`src/rtl/stats_req_scheduler_pkg.sv`:
```
// Shared types and constants for the stats manager tracker request scheduler.
package stats_req_scheduler_pkg;

  localparam int TRACKER_ADDR_W      = 16;
  localparam int STATS_CHUNK_ENTRIES = 64;
  localparam int STATS_SCHED_TIMEOUT = 4096;

  typedef enum logic [1:0] {
    TRK_READ       = 2'd0,
    TRK_CLEAR      = 2'd1,
    TRK_READ_CLEAR = 2'd2,
    TRK_RSVD       = 2'd3
  } tracker_req_type;

  typedef struct packed {
    logic [3:0]                dst;
    logic [7:0]                fbits;
    tracker_req_type           req_type;
    logic [TRACKER_ADDR_W-1:0] start_addr;
    logic [TRACKER_ADDR_W-1:0] end_addr;
  } requester_input;

  typedef enum logic [2:0] {
    IDLE  = 3'd0,
    ISSUE = 3'd1,
    WAIT  = 3'd2,
    DONE  = 3'd3
  } stats_sched_state_e;

  // Last address of the chunk starting at cur: min(cur+span, last), evaluated
  // one bit wider so a range ending at all-ones never wraps back to zero.
  function automatic logic [TRACKER_ADDR_W-1:0] chunk_last(
    input logic [TRACKER_ADDR_W-1:0] cur,
    input logic [TRACKER_ADDR_W-1:0] last,
    input logic [TRACKER_ADDR_W:0]   span
  );
    logic [TRACKER_ADDR_W:0] lim;
    lim = {1'b0, cur} + span;
    if (lim > {1'b0, last}) begin
      return last;
    end else begin
      return lim[TRACKER_ADDR_W-1:0];
    end
  endfunction

endpackage

```
`src/rtl/stats_rr_arb.sv`:
```
// Combinational round-robin picker: first requester at or after ptr, wrapping.
module stats_rr_arb #(
  parameter int NUM_SRC = 4,
  parameter int IDX_W   = $clog2(NUM_SRC)
) (
  input  logic [NUM_SRC-1:0] req_i,
  input  logic [IDX_W-1:0]   ptr_i,
  output logic [NUM_SRC-1:0] gnt_o,
  output logic [IDX_W-1:0]   idx_o,
  output logic               vld_o
);

  int               cand;
  logic [IDX_W-1:0] cand_idx;

  // Scan NUM_SRC positions starting at ptr; the first asserted request wins.
  always_comb begin
    gnt_o    = '0;
    idx_o    = '0;
    vld_o    = 1'b0;
    cand     = 0;
    cand_idx = '0;
    for (int k = 0; k < NUM_SRC; k++) begin
      cand = int'(ptr_i) + k;
      if (cand >= NUM_SRC) begin
        cand = cand - NUM_SRC;
      end else begin
        cand = cand + 0;
      end
      cand_idx = cand[IDX_W-1:0];
      if (!vld_o && req_i[cand_idx]) begin
        vld_o           = 1'b1;
        idx_o           = cand_idx;
        gnt_o[cand_idx] = 1'b1;
      end else begin
        vld_o = vld_o;
      end
    end
  end

endmodule

```
`src/rtl/stats_req_scheduler.sv`:
```
// Shares the stats manager's single tracker requester among NUM_SRC clients:
// round-robin grant, split the granted range into chunks, issue them one at a
// time and wait for each completion (with timeout) before the next.
module stats_req_scheduler
  import stats_req_scheduler_pkg::*;
#(
  parameter int NUM_SRC        = 4,
  parameter int CHUNK_ENTRIES  = STATS_CHUNK_ENTRIES,
  parameter int TIMEOUT_CYCLES = STATS_SCHED_TIMEOUT
) (
  input  logic                         clk,
  input  logic                         rst,
  input  logic [NUM_SRC-1:0]           src_req_val,
  input  requester_input [NUM_SRC-1:0] src_req,
  output logic [NUM_SRC-1:0]           src_req_rdy,
  output logic [NUM_SRC-1:0]           src_done,
  output logic                         src_err,
  output logic                         out_req_val,
  output requester_input               out_req,
  input  logic                         out_req_rdy,
  input  logic                         out_chunk_done,
  output logic                         busy
);

  localparam int IDX_W = $clog2(NUM_SRC);
  localparam int TMR_W = $clog2(TIMEOUT_CYCLES) + 1;
  localparam logic [TRACKER_ADDR_W:0] SPAN     = (TRACKER_ADDR_W+1)'(CHUNK_ENTRIES - 1);
  localparam logic [TMR_W-1:0]        TMR_LAST = TMR_W'(TIMEOUT_CYCLES - 1);
  localparam logic [IDX_W-1:0]        IDX_LAST = IDX_W'(NUM_SRC - 1);

  stats_sched_state_e        state_q;
  logic [IDX_W-1:0]          rr_ptr_q;
  logic [IDX_W-1:0]          gidx_q;
  logic [TRACKER_ADDR_W-1:0] last_q;
  logic [TMR_W-1:0]          timer_q;
  logic                      out_req_val_q;
  requester_input            out_req_q;
  logic [NUM_SRC-1:0]        src_done_q;
  logic                      src_err_q;

  logic [NUM_SRC-1:0]        arb_gnt_s;
  logic [IDX_W-1:0]          arb_idx_s;
  logic                      arb_vld_s;
  requester_input            gnt_desc_s;
  logic [TRACKER_ADDR_W-1:0] first_last_s;
  logic [TRACKER_ADDR_W-1:0] next_start_s;
  logic [TRACKER_ADDR_W-1:0] next_last_s;
  logic [NUM_SRC-1:0]        gidx_oh_s;

  stats_rr_arb #(
    .NUM_SRC (NUM_SRC),
    .IDX_W   (IDX_W)
  ) u_arb (
    .req_i (src_req_val),
    .ptr_i (rr_ptr_q),
    .gnt_o (arb_gnt_s),
    .idx_o (arb_idx_s),
    .vld_o (arb_vld_s)
  );

  // Grant-side descriptor and chunk boundaries for the first and following chunks.
  always_comb begin
    gnt_desc_s   = src_req[arb_idx_s];
    first_last_s = chunk_last(gnt_desc_s.start_addr, gnt_desc_s.end_addr, SPAN);
    next_start_s = out_req_q.end_addr + 16'd1;
    next_last_s  = chunk_last(next_start_s, last_q, SPAN);
    gidx_oh_s    = '0;
    gidx_oh_s[gidx_q] = 1'b1;
  end

  // Accept strobe is only offered from IDLE, and never while reset is held.
  always_comb begin
    if (state_q == IDLE && !rst) begin
      src_req_rdy = arb_gnt_s;
    end else begin
      src_req_rdy = '0;
    end
  end

  assign out_req_val = out_req_val_q;
  assign out_req     = out_req_q;
  assign src_done    = src_done_q;
  assign src_err     = src_err_q;
  assign busy        = (state_q != IDLE);

  // Scheduler FSM with registered request and completion outputs.
  always_ff @(posedge clk) begin
    if (rst) begin
      state_q       <= IDLE;
      rr_ptr_q      <= '0;
      gidx_q        <= '0;
      last_q        <= '0;
      timer_q       <= '0;
      out_req_val_q <= 1'b0;
      out_req_q     <= '0;
      src_done_q    <= '0;
      src_err_q     <= 1'b0;
    end else begin
      src_done_q <= '0;
      src_err_q  <= 1'b0;
      case (state_q)
        IDLE: begin
          if (arb_vld_s) begin
            gidx_q   <= arb_idx_s;
            last_q   <= gnt_desc_s.end_addr;
            rr_ptr_q <= (arb_idx_s == IDX_LAST) ? '0 : arb_idx_s + 1'b1;
            if (gnt_desc_s.end_addr < gnt_desc_s.start_addr) begin
              // Empty range: nothing to issue, report completion straight away.
              state_q    <= DONE;
              src_done_q <= arb_gnt_s;
            end else begin
              state_q            <= ISSUE;
              out_req_val_q      <= 1'b1;
              out_req_q          <= gnt_desc_s;
              out_req_q.end_addr <= first_last_s;
            end
          end
        end
        ISSUE: begin
          if (out_req_rdy) begin
            out_req_val_q <= 1'b0;
            timer_q       <= '0;
            state_q       <= WAIT;
          end
        end
        WAIT: begin
          if (out_chunk_done) begin
            if (out_req_q.end_addr == last_q) begin
              state_q    <= DONE;
              src_done_q <= gidx_oh_s;
            end else begin
              state_q              <= ISSUE;
              out_req_val_q        <= 1'b1;
              out_req_q.start_addr <= next_start_s;
              out_req_q.end_addr   <= next_last_s;
            end
          end else if (timer_q == TMR_LAST) begin
            state_q    <= DONE;
            src_done_q <= gidx_oh_s;
            src_err_q  <= 1'b1;
          end else begin
            timer_q <= timer_q + 1'b1;
          end
        end
        DONE: begin
          state_q <= IDLE;
        end
        default: begin
          state_q <= IDLE;
        end
      endcase
    end
  end

endmodule

```
`config.mk`:
```
export PLATFORM = sky130hd
export DESIGN_NAME = stats_req_scheduler
export DESIGN_NICKNAME = d
export VERILOG_FILES = /design/src/rtl/stats_req_scheduler_pkg.sv /design/src/rtl/stats_rr_arb.sv /design/src/rtl/stats_req_scheduler.sv
export SDC_FILE = /design/constraint.sdc
export NUM_CORES = 1
export LEC_CHECK = 0
export BUFFER_PORTS_ARGS = -buffer_cell sky130_fd_sc_hd__buf_4
export CORE_AREA = 4 4 134 136
export DETAILED_ROUTE_END_ITERATION = 8
export DIE_AREA = 0 0 138 140
export GPL_TIMING_DRIVEN = 0
export PLACE_DENSITY = 0.77
export SLEW_MARGIN = 20
export SYNTH_ARGS = -nofsm -noshare
export SYNTH_HDL_FRONTEND = slang
export SYNTH_SLANG_ARGS = --single-unit
```
`constraint.sdc`:
```
create_clock -name clk -period 8.65 [get_ports clk]
set_clock_uncertainty 0.2 [all_clocks]
set_input_delay 0.4325 -clock clk [delete_from_list [all_inputs] [get_ports clk]]
set_output_delay 0.4325 -clock clk [all_outputs]
set_load 0.05 [all_outputs]
```
==> metrics.txt, run 1 <==
# TYPE chip_impl_metric gauge
chip_impl_info{name="run_status",value="finished clean"} 1
chip_impl_metric{name="nNetsFinal",unit=""} 1732
chip_impl_metric{name="layout_min_cycle_time",unit="ns"} 7.67
chip_impl_metric{name="max_clock_freq",unit="MHz"} 130
chip_impl_metric{name="first_global_vias",unit=""} 9791
chip_impl_metric{name="setup-violations-final",unit=""} 0
chip_impl_metric{name="detail_route.iter0.violations",unit=""} 930
chip_impl_metric{name="worst_setup_hold_path_clk_slew",unit="ns"} 0.07
chip_impl_metric{name="routed_wire_length_per_instance",unit="um"} 19.3
chip_impl_metric{name="dp_hpwl",unit="um"} 27200
chip_impl_metric{name="layout-drive-gt1-share",unit="%"} 22.8
chip_impl_metric{name="hold_viol_final",unit=""} 0
chip_impl_metric{name="syn-instance-count",unit=""} 1224
chip_impl_metric{name="async_flop_share",unit="%"} 0
chip_impl_metric{name="setup_tns",unit="ns"} 0
chip_impl_info{name="worst-setup-path-type",value="flop to flop"} 1
chip_impl_metric{name="numPortBuffers",unit=""} 248
chip_impl_metric{name="vias_per_cell",unit=""} 6.01
chip_impl_info{name="ys_top_cells_by_count",value="sky130_fd_sc_hd__nand2_1, sky130_fd_sc_hd__dfxtp_1, sky130_fd_sc_hd__nand3_1, sky130_fd_sc_hd__a21oi_1, sky130_fd_sc_hd__nor2_1"} 1
chip_impl_metric{name="dieArea",unit="um2"} 19300
chip_impl_metric{name="floorplan.initialDensity",unit="%"} 51.9
chip_impl_metric{name="synth_edf_count",unit=""} 0
chip_impl_metric{name="relSlewSlack",unit="%"} 18.1
chip_impl_metric{name="post_cts_resized",unit=""} 0
chip_impl_info{name="tritoncts",value="yes"} 1
chip_impl_metric{name="cap_viol_max_count",unit=""} 0
chip_impl_metric{name="first_pass_grt_wire_length",unit="um"} 51500
chip_impl_metric{name="seq_area_frac_synth",unit="%"} 19.8
chip_impl_metric{name="die-height",unit="um"} 140
chip_impl_metric{name="mappedNetlistArea",unit="um2"} 8790
chip_impl_metric{name="antenna-diode-count",unit=""} 0
chip_impl_metric{name="yosys_register_bits",unit=""} 87
chip_impl_metric{name="final.fill_count",unit=""} 1586
chip_impl_metric{name="post_cts_hold_buffer_count",unit=""} 0
chip_impl_metric{name="grt_max_degree",unit=""} 17
chip_impl_metric{name="fin_crit_sh",unit="%"} 88.6
chip_impl_metric{name="slew_at_the_pin_closest_to_its_max_slew_limit",unit="ns"} 1.23
chip_impl_info{name="timing.hold.worst.class",value="input port to flop"} 1
chip_impl_metric{name="slew_viol_final",unit=""} 0
chip_impl_metric{name="die_width",unit="um"} 138
chip_impl_metric{name="groute.usage.overall",unit="%"} 32.4
chip_impl_metric{name="wirelength",unit="um"} 33100
chip_impl_metric{name="syn_to_final_growth",unit="%"} 28.0
chip_impl_info{name="grt_setup_unrepaired",value="false"} 1
chip_impl_metric{name="yosysWarnings",unit=""} 0
chip_impl_info{name="cp-end-kind",value="flop"} 1
chip_impl_metric{name="num_io_pins",unit=""} 249
chip_impl_metric{name="yosysUniqueCellTypes",unit=""} 88
chip_impl_info{name="ctsRootBufferMaster",value="sky130_fd_sc_hd__clkbuf_16"} 1
chip_impl_info{name="ys_top_cells_by_area",value="sky130_fd_sc_hd__dfxtp_1, sky130_fd_sc_hd__nand2_1, sky130_fd_sc_hd__ha_1"} 1
chip_impl_metric{name="avgSynthCellArea",unit="um2"} 7.18
chip_impl_info{name="crit_path_start_kind",value="flop"} 1
chip_impl_info{name="synth-main-ff-cell",value="sky130_fd_sc_hd__dfxtp_1"} 1
chip_impl_metric{name="clk-insertion-delay-late",unit="ns"} 0.35
chip_impl_metric{name="placer_s_final_routability_congestion_estimate",unit=""} 0.998
chip_impl_metric{name="post-cts-setup-buffers",unit=""} 0
chip_impl_metric{name="grt_remaining_overflow",unit=""} 0
chip_impl_metric{name="num_rows",unit=""} 48
chip_impl_info{name="yosys.cell_count.top_type",value="sky130_fd_sc_hd__nand2_1"} 1
chip_impl_metric{name="antenna_violations_before_repair",unit=""} 1
chip_impl_metric{name="via_count",unit=""} 10293
chip_impl_metric{name="htreeDepth",unit=""} 3
chip_impl_metric{name="largest_fanout_on_the_critical_path",unit=""} 10
chip_impl_metric{name="detail_route.drc_violations",unit=""} 0
chip_impl_metric{name="first_pass_iters",unit=""} 6
chip_impl_metric{name="fraction_of_post_synthesis_cell_area_in_the_top_cell_type_by_area",unit="%"} 19.8
chip_impl_metric{name="clock_sink_count",unit=""} 87
chip_impl_metric{name="cts_made_buffers",unit=""} 9
chip_impl_metric{name="floorplan.core_area",unit="um2"} 16900
chip_impl_metric{name="cts_buffer_depth",unit=""} 2
chip_impl_metric{name="postSynthNetCount",unit=""} 1473
chip_impl_metric{name="cp.required",unit="ns"} 8.63
chip_impl_info{name="yosys.area.top_type",value="sky130_fd_sc_hd__dfxtp_1"} 1
chip_impl_metric{name="postRouteAntennaNets",unit=""} 0
chip_impl_metric{name="timing.critical_path.arrival",unit="ns"} 7.65
==> registers in the layout, summed over array words and instances, names as in the netlist <==
| name | count |
|---|---|
| src_err | 1 |
| state_q | 2 |
| gidx_q | 2 |
| src_done | 4 |
| timer_q | 13 |
| out_req | 46 |
| last_q | 16 |
| rr_ptr_q | 2 |
| out_req_val | 1 |
==> path summary, 6_finish.rpt <==
kind         slack [ns]  depth (start not counted)      startpoint     endpoint
min reg2reg        0.25                          2     out_req[21]  out_req[21]
max reg2reg        0.98                         24     rr_ptr_q[0]   out_req[4]
max                0.98                         24     rr_ptr_q[0]   out_req[4]
min                0.15                          2  out_chunk_done      src_err
==> worst max-delay path: stages, from the launching register on <==
cell and delay, ns:
sky130_fd_sc_hd__dfxtp_1 0.59, sky130_fd_sc_hd__buf_6 0.20, sky130_fd_sc_hd__inv_1 0.13, sky130_fd_sc_hd__ha_1 0.43
sky130_fd_sc_hd__mux4_2 0.63, sky130_fd_sc_hd__nor2b_4 0.22, sky130_fd_sc_hd__o21ai_2 0.10, sky130_fd_sc_hd__nand2_1 0.22
sky130_fd_sc_hd__buf_2 0.30, sky130_fd_sc_hd__o211ai_1 0.15, sky130_fd_sc_hd__a222oi_1 1.06, sky130_fd_sc_hd__nand2_2 0.29
sky130_fd_sc_hd__and4_1 0.25, sky130_fd_sc_hd__or2_1 0.22, sky130_fd_sc_hd__ha_1 0.29, sky130_fd_sc_hd__nor2b_1 0.13
sky130_fd_sc_hd__o21ai_0 0.16, sky130_fd_sc_hd__a211o_1 0.19, sky130_fd_sc_hd__a21boi_0 0.09, sky130_fd_sc_hd__o21ai_1 0.47
sky130_fd_sc_hd__inv_1 0.19, sky130_fd_sc_hd__a21oi_2 0.22, sky130_fd_sc_hd__buf_4 0.25, sky130_fd_sc_hd__mux2i_1 0.34
sky130_fd_sc_hd__a311oi_1 0.17
==> placed cells by master, fill, tap and decap left out, types with 8 or more instances in the layout <==
| cell type | n |
|---|---|
| sky130_fd_sc_hd__a21o_1 | 13 |
| sky130_fd_sc_hd__nor3_1 | 28 |
| sky130_fd_sc_hd__ha_1 | 57 |
| sky130_fd_sc_hd__inv_1 | 68 |
| sky130_fd_sc_hd__a211oi_1 | 8 |
| sky130_fd_sc_hd__a31oi_1 | 15 |
| sky130_fd_sc_hd__clkbuf_1 | 49 |
| sky130_fd_sc_hd__and4_1 | 9 |
| sky130_fd_sc_hd__nand3_1 | 86 |
| sky130_fd_sc_hd__a21oi_1 | 79 |
| sky130_fd_sc_hd__buf_1 | 8 |
| sky130_fd_sc_hd__o211ai_1 | 45 |
| sky130_fd_sc_hd__o21ai_0 | 30 |
| sky130_fd_sc_hd__mux2i_1 | 50 |
| sky130_fd_sc_hd__dfxtp_1 | 87 |
| sky130_fd_sc_hd__xor2_1 | 25 |
| sky130_fd_sc_hd__nand2_1 | 228 |
| sky130_fd_sc_hd__o211ai_2 | 9 |
| sky130_fd_sc_hd__nor2_1 | 76 |
| sky130_fd_sc_hd__and3_1 | 9 |
| sky130_fd_sc_hd__nand2b_1 | 10 |
| sky130_fd_sc_hd__xnor2_1 | 35 |
| sky130_fd_sc_hd__nor2b_1 | 10 |
| sky130_fd_sc_hd__nand4_1 | 22 |
| sky130_fd_sc_hd__mux2_2 | 8 |
| sky130_fd_sc_hd__buf_4 | 251 |
| sky130_fd_sc_hd__buf_2 | 19 |
| sky130_fd_sc_hd__clkbuf_16 | 9 |
==> area by class of cell <==
cell class / count / area (um2) / share of cell area [%]
Tap cell: 225 / 282 / 2.50
Buffer: 88 / 440 / 3.91
Timing Repair Buffer: 248 / 1860 / 16.5
Clock inverter: 6 / 72.6 / 0.645
Inverter: 68 / 255 / 2.27
Sequential cell: 87 / 1740 / 15.5
Clock buffer: 10 / 239 / 2.12
Multi-Input combinational cell: 981 / 6360 / 56.5
==> cell families (layout without fill, tap and decap cells) <==
kind of cell	after synthesis	count (layout)	share of synthesized area, %
and+or+nand+nor	526	526	28.3
muxes	63	63	7.78
AOI/OAI and AO/OA	274	274	21.9
xor gates and xnor gates	61	61	6.16
buffers and inverters	156	420	7.91
DFF	87	87	19.8
adders and majority gates	57	57	8.11
==> layer usage <==
layer | global-route usage (%) | wire (um) | vias to the layer above
met5 | 0 | 13 | -
met4 | 8.68 | 952 | 2
met3 | 7.55 | 3250 | 91
met2 | 55.2 | 15600 | 547
met1 | 41.3 | 13300 | 4779
li1 | - | - | 4874
==> metrics by stage <==
step | cell area, um2 | utilization [%] | hold WS, ns | instances | worst slack (ns)
CTS | 11200 | 66.4 | 0.126 | 1713 | 1.21
global route | 11300 | 66.5 | 0.143 | 1713 | 0.669
detailed placement | 10900 | 64.6 | 0.250 | 1697 | 1.26
floorplan | 8790 | - | 0.249 | 1224 | 2.63
finish | 11300 | 66.5 | 0.149 | 1713 | 0.984
global placement | 10900 | 64.6 | 0.241 | 1697 | 1.21
Power of run 1 is left out: the tool's default activity adds up to more than one toggle a clock period on the data nets, which glitch-free logic cannot reach.
==> run 2: changes to the inputs <==
--- a/config.mk
+++ b/config.mk
@@ -6,11 +6,11 @@
 export NUM_CORES = 1
 export LEC_CHECK = 0
 export BUFFER_PORTS_ARGS = -buffer_cell sky130_fd_sc_hd__buf_4
-export CORE_AREA = 4 4 134 136
+export CORE_AREA = 4 4 136 138
 export DETAILED_ROUTE_END_ITERATION = 8
-export DIE_AREA = 0 0 138 140
+export DIE_AREA = 0 0 140 142
 export GPL_TIMING_DRIVEN = 0
-export PLACE_DENSITY = 0.77
+export PLACE_DENSITY = 0.75
 export SLEW_MARGIN = 20
 export SYNTH_ARGS = -nofsm -noshare
 export SYNTH_HDL_FRONTEND = slang
==> run 2 against run 1 <==
Net effect:
- cell area about the same
- maximum frequency grew 0.78%
- critical path type unchanged
- first-iteration DRC count up 1.8%
- register-to-register slack improved by 0.06 ns
- critical path depth unchanged
- largest cell class unchanged
- die area grew 2.9%
- sequential share of layout area hardly changed
- core utilization down 0.91 points
- sequential cell count is the same
==> metrics.txt, run 2 (synthesis gave the netlist of run 1 again) <==
# TYPE chip_impl_metric gauge
chip_impl_metric{name="largest_fanout_on_the_critical_path",unit=""} 10
chip_impl_metric{name="worst_path_largest_cell_delay",unit="ns"} 0.68
chip_impl_metric{name="clk-insertion-delay-late",unit="ns"} 0.36
chip_impl_metric{name="dieArea",unit="um2"} 19900
chip_impl_info{name="ctsRootBufferMaster",value="sky130_fd_sc_hd__clkbuf_16"} 1
chip_impl_metric{name="dp_hpwl",unit="um"} 27100
chip_impl_metric{name="cap_viol_max_count",unit=""} 0
chip_impl_info{name="cpMostUsedCell",value="sky130_fd_sc_hd__inv_1"} 1
chip_impl_metric{name="placer_s_final_routability_congestion_estimate",unit=""} 0.973
chip_impl_metric{name="clock_sink_count",unit=""} 87
chip_impl_metric{name="hold_viol_final",unit=""} 0
chip_impl_info{name="leading_cell_type_in_the_layout_fill_and_taps_excluded",value="sky130_fd_sc_hd__buf_4"} 1
chip_impl_metric{name="num_rows",unit=""} 48
chip_impl_metric{name="grt_remaining_overflow",unit=""} 0
chip_impl_metric{name="groute.usage.overall",unit="%"} 32.1
chip_impl_metric{name="detail_route.iter0.violations",unit=""} 947
chip_impl_metric{name="slew_at_the_pin_closest_to_its_max_slew_limit",unit="ns"} 1.14
chip_impl_metric{name="worstPathBufferInverterCount",unit=""} 8
chip_impl_info{name="run_status",value="finished clean"} 1
chip_impl_metric{name="first_pass_grt_wire_length",unit="um"} 51300
chip_impl_metric{name="postRouteAntennaNets",unit=""} 0
chip_impl_info{name="critical_path.top_delay_family",value="compound AO/OA/AOI/OAI gates"} 1
chip_impl_metric{name="floorplan.core_area",unit="um2"} 17200
chip_impl_info{name="cp-end-kind",value="flop"} 1
chip_impl_metric{name="holdPathStages",unit=""} 2
chip_impl_metric{name="cts_made_buffers",unit=""} 9
chip_impl_metric{name="slew_viol_final",unit=""} 0
chip_impl_metric{name="timing.critical_path.arrival",unit="ns"} 7.64
chip_impl_metric{name="reg2reg_depth",unit=""} 24
chip_impl_metric{name="die-height",unit="um"} 142
chip_impl_metric{name="relSlewSlack",unit="%"} 23.2
chip_impl_metric{name="post-cts-setup-buffers",unit=""} 0
chip_impl_metric{name="setup-violations-final",unit=""} 0
chip_impl_info{name="tritoncts",value="yes"} 1
chip_impl_metric{name="setup_tns",unit="ns"} 0
chip_impl_metric{name="numPortBuffers",unit=""} 248
chip_impl_metric{name="antenna-diode-count",unit=""} 0
chip_impl_metric{name="grt_max_degree",unit=""} 18
chip_impl_metric{name="wirelength",unit="um"} 33400
chip_impl_metric{name="first_pass_iters",unit=""} 5
chip_impl_metric{name="largest_reg_flops",unit=""} 46
chip_impl_metric{name="antenna_violations_before_repair",unit=""} 0
chip_impl_metric{name="routed_wire_length_per_instance",unit="um"} 19.5
chip_impl_metric{name="die_width",unit="um"} 140
chip_impl_metric{name="floorplan.initialDensity",unit="%"} 51.2
chip_impl_info{name="most-common-layout-cells",value="sky130_fd_sc_hd__buf_4, sky130_fd_sc_hd__nand2_1, sky130_fd_sc_hd__dfxtp_1"} 1
chip_impl_metric{name="cp.required",unit="ns"} 8.68
chip_impl_metric{name="max_clock_freq",unit="MHz"} 131
chip_impl_metric{name="htreeDepth",unit=""} 3
chip_impl_metric{name="cp.depth",unit=""} 24
chip_impl_info{name="crit_path_start_kind",value="flop"} 1
chip_impl_metric{name="syn_to_final_growth",unit="%"} 28.0
chip_impl_metric{name="cts_buffer_depth",unit=""} 2
chip_impl_metric{name="via_count",unit=""} 10223
chip_impl_info{name="critPathSlowestCell",value="sky130_fd_sc_hd__mux2i_1"} 1
chip_impl_metric{name="first_global_vias",unit=""} 9717
chip_impl_metric{name="fin_hold_ws",unit="ns"} 0.137
chip_impl_metric{name="layout-drive-gt1-share",unit="%"} 22.8
chip_impl_metric{name="final.fill_count",unit=""} 1652
chip_impl_metric{name="num_io_pins",unit=""} 249
chip_impl_metric{name="fin_crit_sh",unit="%"} 87.9
chip_impl_metric{name="layout_min_cycle_time",unit="ns"} 7.61
chip_impl_metric{name="post_cts_hold_buffer_count",unit=""} 0
chip_impl_metric{name="post_cts_resized",unit=""} 0
chip_impl_info{name="grt_setup_unrepaired",value="false"} 1
chip_impl_metric{name="detail_route.drc_violations",unit=""} 0
chip_impl_metric{name="worst_setup_hold_path_clk_slew",unit="ns"} 0.07
chip_impl_metric{name="nNetsFinal",unit=""} 1733
chip_impl_metric{name="vias_per_cell",unit=""} 5.96
chip_impl_info{name="worst-setup-path-type",value="flop to flop"} 1
chip_impl_info{name="timing.hold.worst.class",value="input port to flop"} 1
chip_impl_metric{name="final_core_utilization",unit="%"} 65.5
chip_impl_info{name="crit_path_cell_trace",value="buf_6 > inv_1 > ha_1 > mux4_2 > o21ai_1 > and2_1 > buf_2 > buf_2 > mux2i_1 > inv_1 > nor4_4 > buf_6 > a31oi_1 > or2_1 > ha_1 > nor3_1 > a211o_1 > a21boi_0 > o21ai_1 > inv_1 > a21oi_2 > buf_4 > mux2i_1 > a2111oi_2"} 1
## run 2: path summary, 6_finish.rpt
| kind | from | endpoint | slack [ns] |
|---|---|---|---|
| max | rr_ptr_q[0] | out_req[0] | 1.04 |
| min | out_chunk_done | src_err | 0.14 |
| max reg2reg | rr_ptr_q[0] | out_req[0] | 1.04 |
| min reg2reg | out_req[20] | out_req[20] | 0.26 |
## run 2: layout make-up
| class | instances | area [um2] | area share, % |
|---|---|---|---|
| buffer | 88 | 440 | 3.91 |
| clock buffer | 9 | 225 | 2.00 |
| clock inverter | 7 | 90.1 | 0.800 |
| inverter | 68 | 255 | 2.27 |
| multi-input combinational | 981 | 6360 | 56.5 |
| sequential | 87 | 1740 | 15.5 |
| tap | 225 | 282 | 2.50 |
| timing repair buffer | 249 | 1870 | 16.6 |
## run 2: worst register-to-register path: stages, from the launching register on
cell                        delay (ns)
sky130_fd_sc_hd__dfxtp_1          0.58
sky130_fd_sc_hd__buf_6            0.20
sky130_fd_sc_hd__inv_1            0.12
sky130_fd_sc_hd__ha_1             0.43
sky130_fd_sc_hd__mux4_2           0.63
sky130_fd_sc_hd__o21ai_1          0.26
sky130_fd_sc_hd__and2_1           0.16
sky130_fd_sc_hd__buf_2            0.21
sky130_fd_sc_hd__buf_2            0.31
sky130_fd_sc_hd__mux2i_1          0.68
sky130_fd_sc_hd__inv_1            0.29
sky130_fd_sc_hd__nor4_4           0.39
sky130_fd_sc_hd__buf_6            0.19
sky130_fd_sc_hd__a31oi_1          0.10
sky130_fd_sc_hd__or2_1            0.26
sky130_fd_sc_hd__ha_1             0.29
sky130_fd_sc_hd__nor3_1           0.17
sky130_fd_sc_hd__a211o_1          0.17
sky130_fd_sc_hd__a21boi_0         0.09
sky130_fd_sc_hd__o21ai_1          0.50
sky130_fd_sc_hd__inv_1            0.20
sky130_fd_sc_hd__a21oi_2          0.22
sky130_fd_sc_hd__buf_4            0.26
sky130_fd_sc_hd__mux2i_1          0.14
sky130_fd_sc_hd__a2111oi_2        0.43
## run 2: routing by layer
metal | wire (um) | track usage (%) | vias up
met5 | 0 | 0 | -
met4 | 822 | 8.77 | 0
met3 | 2910 | 7.12 | 56
met2 | 15700 | 54.9 | 497
met1 | 14000 | 41.2 | 4779
li1 | - | - | 4891
## run 2: metrics by stage
stage / setup slack, ns / std cells / instance area (um2)
6_report: 1.04 / 1714 / 11300
5_1_grt: 0.709 / 1714 / 11300
4_1_cts: 1.11 / 1713 / 11300
3_5_place_dp: 1.14 / 1697 / 10900
3_3_place_gp: 1.20 / 1697 / 10900
2_1_floorplan: 2.63 / 1224 / 8790
Power of run 2 is left out for the same reason.
==> run 3: changes to the inputs <==
--- a/config.mk
+++ b/config.mk
@@ -6,11 +6,11 @@
 export NUM_CORES = 1
 export LEC_CHECK = 0
 export BUFFER_PORTS_ARGS = -buffer_cell sky130_fd_sc_hd__buf_4
-export CORE_AREA = 4 4 136 138
+export CORE_AREA = 4 4 145 147
 export DETAILED_ROUTE_END_ITERATION = 8
-export DIE_AREA = 0 0 140 142
+export DIE_AREA = 0 0 149 151
 export GPL_TIMING_DRIVEN = 0
-export PLACE_DENSITY = 0.75
+export PLACE_DENSITY = 0.67
 export SLEW_MARGIN = 20
 export SYNTH_ARGS = -nofsm -noshare
 export SYNTH_HDL_FRONTEND = slang
==> run 3 against run 2 <==
Net effect:
- first-iteration DRC count down 22%
- cell area up 0.55%
- non-clock buffer count unchanged
- cell count up 2.6%
- routed wire length up 1.6%
- core utilization down 8.7 points
- sequential share of layout area down 0.084 points
- count of clock-buffer cells in the layout unchanged
- setup slack better by 0.15 ns
- highest routed layer unchanged
==> metrics.txt, run 3 (synthesis gave the netlist of run 1 again) <==
# TYPE chip_impl_metric gauge
chip_impl_metric{name="die-height",unit="um"} 151
chip_impl_metric{name="htreeDepth",unit=""} 3
chip_impl_metric{name="postRouteAntennaNets",unit=""} 0
chip_impl_metric{name="cts_made_buffers",unit=""} 9
chip_impl_info{name="timing.hold.worst.class",value="input port to flop"} 1
chip_impl_metric{name="gr_met1_demand_resource",unit="%"} 38.1
chip_impl_metric{name="placer_s_final_routability_congestion_estimate",unit=""} 0.987
chip_impl_metric{name="largest_reg_flops",unit=""} 46
chip_impl_metric{name="wirelength",unit="um"} 33900
chip_impl_metric{name="fin_crit_sh",unit="%"} 86.2
chip_impl_metric{name="num_rows",unit=""} 52
chip_impl_metric{name="detail_route.iter0.violations",unit=""} 736
chip_impl_metric{name="hold_viol_final",unit=""} 0
chip_impl_metric{name="cap_viol_max_count",unit=""} 0
chip_impl_metric{name="num_io_pins",unit=""} 249
chip_impl_info{name="grt_setup_unrepaired",value="false"} 1
chip_impl_metric{name="holdPathStages",unit=""} 2
chip_impl_metric{name="dp_hpwl",unit="um"} 27700
chip_impl_metric{name="syn_to_final_growth",unit="%"} 28.7
chip_impl_metric{name="post-cts-setup-buffers",unit=""} 0
chip_impl_info{name="timing.rr.end",value="out_req[10]"} 1
chip_impl_metric{name="reg2reg_setup_slack",unit="ns"} 1.19
chip_impl_metric{name="clk-insertion-delay-late",unit="ns"} 0.36
chip_impl_metric{name="post-place-cells",unit=""} 1743
chip_impl_metric{name="grt_max_degree",unit=""} 19
chip_impl_info{name="ctsRootBufferMaster",value="sky130_fd_sc_hd__clkbuf_16"} 1
chip_impl_info{name="most-common-layout-cells",value="sky130_fd_sc_hd__buf_4, sky130_fd_sc_hd__nand2_1, sky130_fd_sc_hd__dfxtp_1"} 1
chip_impl_metric{name="die_width",unit="um"} 149
chip_impl_metric{name="layout-drive-gt1-share",unit="%"} 22.8
chip_impl_metric{name="layout_min_cycle_time",unit="ns"} 7.46
chip_impl_metric{name="groute.usage.overall",unit="%"} 29.5
chip_impl_metric{name="first_pass_grt_wire_length",unit="um"} 52200
chip_impl_info{name="hp-start",value="out_chunk_done"} 1
chip_impl_metric{name="antenna_violations_before_repair",unit=""} 0
chip_impl_metric{name="via_count",unit=""} 10174
chip_impl_metric{name="global_route.usage.met3",unit="%"} 6.79
chip_impl_metric{name="dieArea",unit="um2"} 22500
chip_impl_info{name="cp-end-kind",value="flop"} 1
chip_impl_metric{name="cp.required",unit="ns"} 8.66
chip_impl_metric{name="worst_setup_hold_path_clk_slew",unit="ns"} 0.07
chip_impl_metric{name="reg2reg_depth",unit=""} 25
chip_impl_metric{name="detail_route.drc_violations",unit=""} 0
chip_impl_metric{name="setup_tns",unit="ns"} 0
chip_impl_info{name="run_status",value="finished clean"} 1
chip_impl_info{name="crit_path_start_kind",value="flop"} 1
chip_impl_metric{name="post_cts_resized",unit=""} 0
chip_impl_metric{name="relSlewSlack",unit="%"} 16.1
chip_impl_metric{name="clock_sink_count",unit=""} 87
chip_impl_metric{name="timing.critical_path.arrival",unit="ns"} 7.47
chip_impl_info{name="gr-max-usage-layer",value="met2"} 1
chip_impl_info{name="leading_cell_type_in_the_layout_fill_and_taps_excluded",value="sky130_fd_sc_hd__buf_4"} 1
chip_impl_metric{name="numPortBuffers",unit=""} 248
chip_impl_metric{name="grt_remaining_overflow",unit=""} 0
chip_impl_metric{name="post_layout_nonfiller_instances",unit=""} 1759
chip_impl_metric{name="slew_viol_final",unit=""} 0
chip_impl_metric{name="cts_buffer_depth",unit=""} 2
chip_impl_info{name="rr_startpoint",value="rr_ptr_q[0]"} 1
chip_impl_metric{name="routed_wire_length_per_instance",unit="um"} 19.3
chip_impl_info{name="whs_endpoint",value="src_err"} 1
chip_impl_metric{name="first_pass_iters",unit=""} 5
chip_impl_metric{name="nNetsFinal",unit=""} 1733
chip_impl_metric{name="floorplan.initialDensity",unit="%"} 44.2
chip_impl_info{name="tritoncts",value="yes"} 1
chip_impl_metric{name="floorplan.core_area",unit="um2"} 19900
chip_impl_metric{name="largest_fanout_on_the_critical_path",unit=""} 10
chip_impl_metric{name="setup-violations-final",unit=""} 0
chip_impl_metric{name="slew_at_the_pin_closest_to_its_max_slew_limit",unit="ns"} 1.25
chip_impl_metric{name="max_clock_freq",unit="MHz"} 134
chip_impl_metric{name="post_cts_hold_buffer_count",unit=""} 0
chip_impl_metric{name="antenna-diode-count",unit=""} 0
chip_impl_metric{name="first_global_vias",unit=""} 9672
chip_impl_metric{name="vias_per_cell",unit=""} 5.78
chip_impl_info{name="worst-setup-path-type",value="flop to flop"} 1
chip_impl_metric{name="grt.met2_usage",unit="%"} 47.9
-- run 3: cell types whose count changed in the layout (fill, tap and decap cells not counted) --
cell / delta
sky130_fd_sc_hd__clkinvlp_4: -1
sky130_fd_sc_hd__inv_6: +1
sky130_fd_sc_hd__clkinv_4: +1
sky130_fd_sc_hd__clkbuf_2: -1
sky130_fd_sc_hd__clkinv_2: -1
sky130_fd_sc_hd__buf_2: +1
-- run 3: stage by stage --
| step | setup slack, ns | utilization, % | hold WS (ns) | area (um2) |
|---|---|---|---|---|
| final | 1.19 | 56.9 | 0.139 | 11300 |
| after global routing | 0.662 | 56.9 | 0.132 | 11300 |
| after CTS | 1.33 | 56.9 | 0.122 | 11300 |
| after detailed placement | 1.35 | 55.2 | 0.246 | 11000 |
| after global placement | 1.16 | 55.2 | 0.243 | 11000 |
| after floorplan | 2.63 | - | 0.249 | 8790 |
-- run 3: worst max-delay path, cell delays in order, from the launching register on --
cell	delay, ns
sky130_fd_sc_hd__dfxtp_1	0.61
sky130_fd_sc_hd__buf_6	0.20
sky130_fd_sc_hd__inv_1	0.12
sky130_fd_sc_hd__ha_1	0.43
sky130_fd_sc_hd__mux4_2	0.63
sky130_fd_sc_hd__nor2b_4	0.21
sky130_fd_sc_hd__o21ai_2	0.11
sky130_fd_sc_hd__nand2_1	0.21
sky130_fd_sc_hd__buf_2	0.29
sky130_fd_sc_hd__o211ai_1	0.15
sky130_fd_sc_hd__nand2_1	0.16
sky130_fd_sc_hd__ha_1	0.20
sky130_fd_sc_hd__a21boi_1	0.47
sky130_fd_sc_hd__nand2_1	0.34
sky130_fd_sc_hd__xnor2_1	0.35
sky130_fd_sc_hd__ha_1	0.28
sky130_fd_sc_hd__and3_1	0.19
sky130_fd_sc_hd__a221o_1	0.29
sky130_fd_sc_hd__o21ai_0	0.15
sky130_fd_sc_hd__a21boi_0	0.10
sky130_fd_sc_hd__o21ai_1	0.43
sky130_fd_sc_hd__inv_1	0.19
sky130_fd_sc_hd__a21oi_2	0.22
sky130_fd_sc_hd__buf_4	0.25
sky130_fd_sc_hd__nor2_1	0.09
sky130_fd_sc_hd__o32ai_1	0.43
-- run 3: layout make-up --
type / count / area [um2]
buffer: 88 / 440
clock buffer: 9 / 225
clock inverter: 7 / 95.1
fill: 2023 / 8590
inverter: 68 / 255
multi-input combinational: 981 / 6360
sequential: 87 / 1740
tap: 270 / 338
timing repair buffer: 249 / 1870
-- run 3: metal layers --
metal,share of wire (%),up-vias
met5,0,-
met1,42,4736
met4,3.8,0
met3,9.1,76
met2,45,472
li1,-,4890
-- run 3: worst max path at each step --
stage,startpoint,endpoint,slack [ns],cells after the start
floorplan,rr_ptr_q[0],out_req[0],2.63,23
global placement,rr_ptr_q[0],out_req[7],1.16,24
detailed placement,rr_ptr_q[0],out_req[7],1.35,25
CTS,rr_ptr_q[0],out_req[10],1.33,25
global route,rr_ptr_q[0],out_req[0],0.66,27
finish,rr_ptr_q[0],out_req[10],1.19,25
Power of run 3 is left out for the same reason.
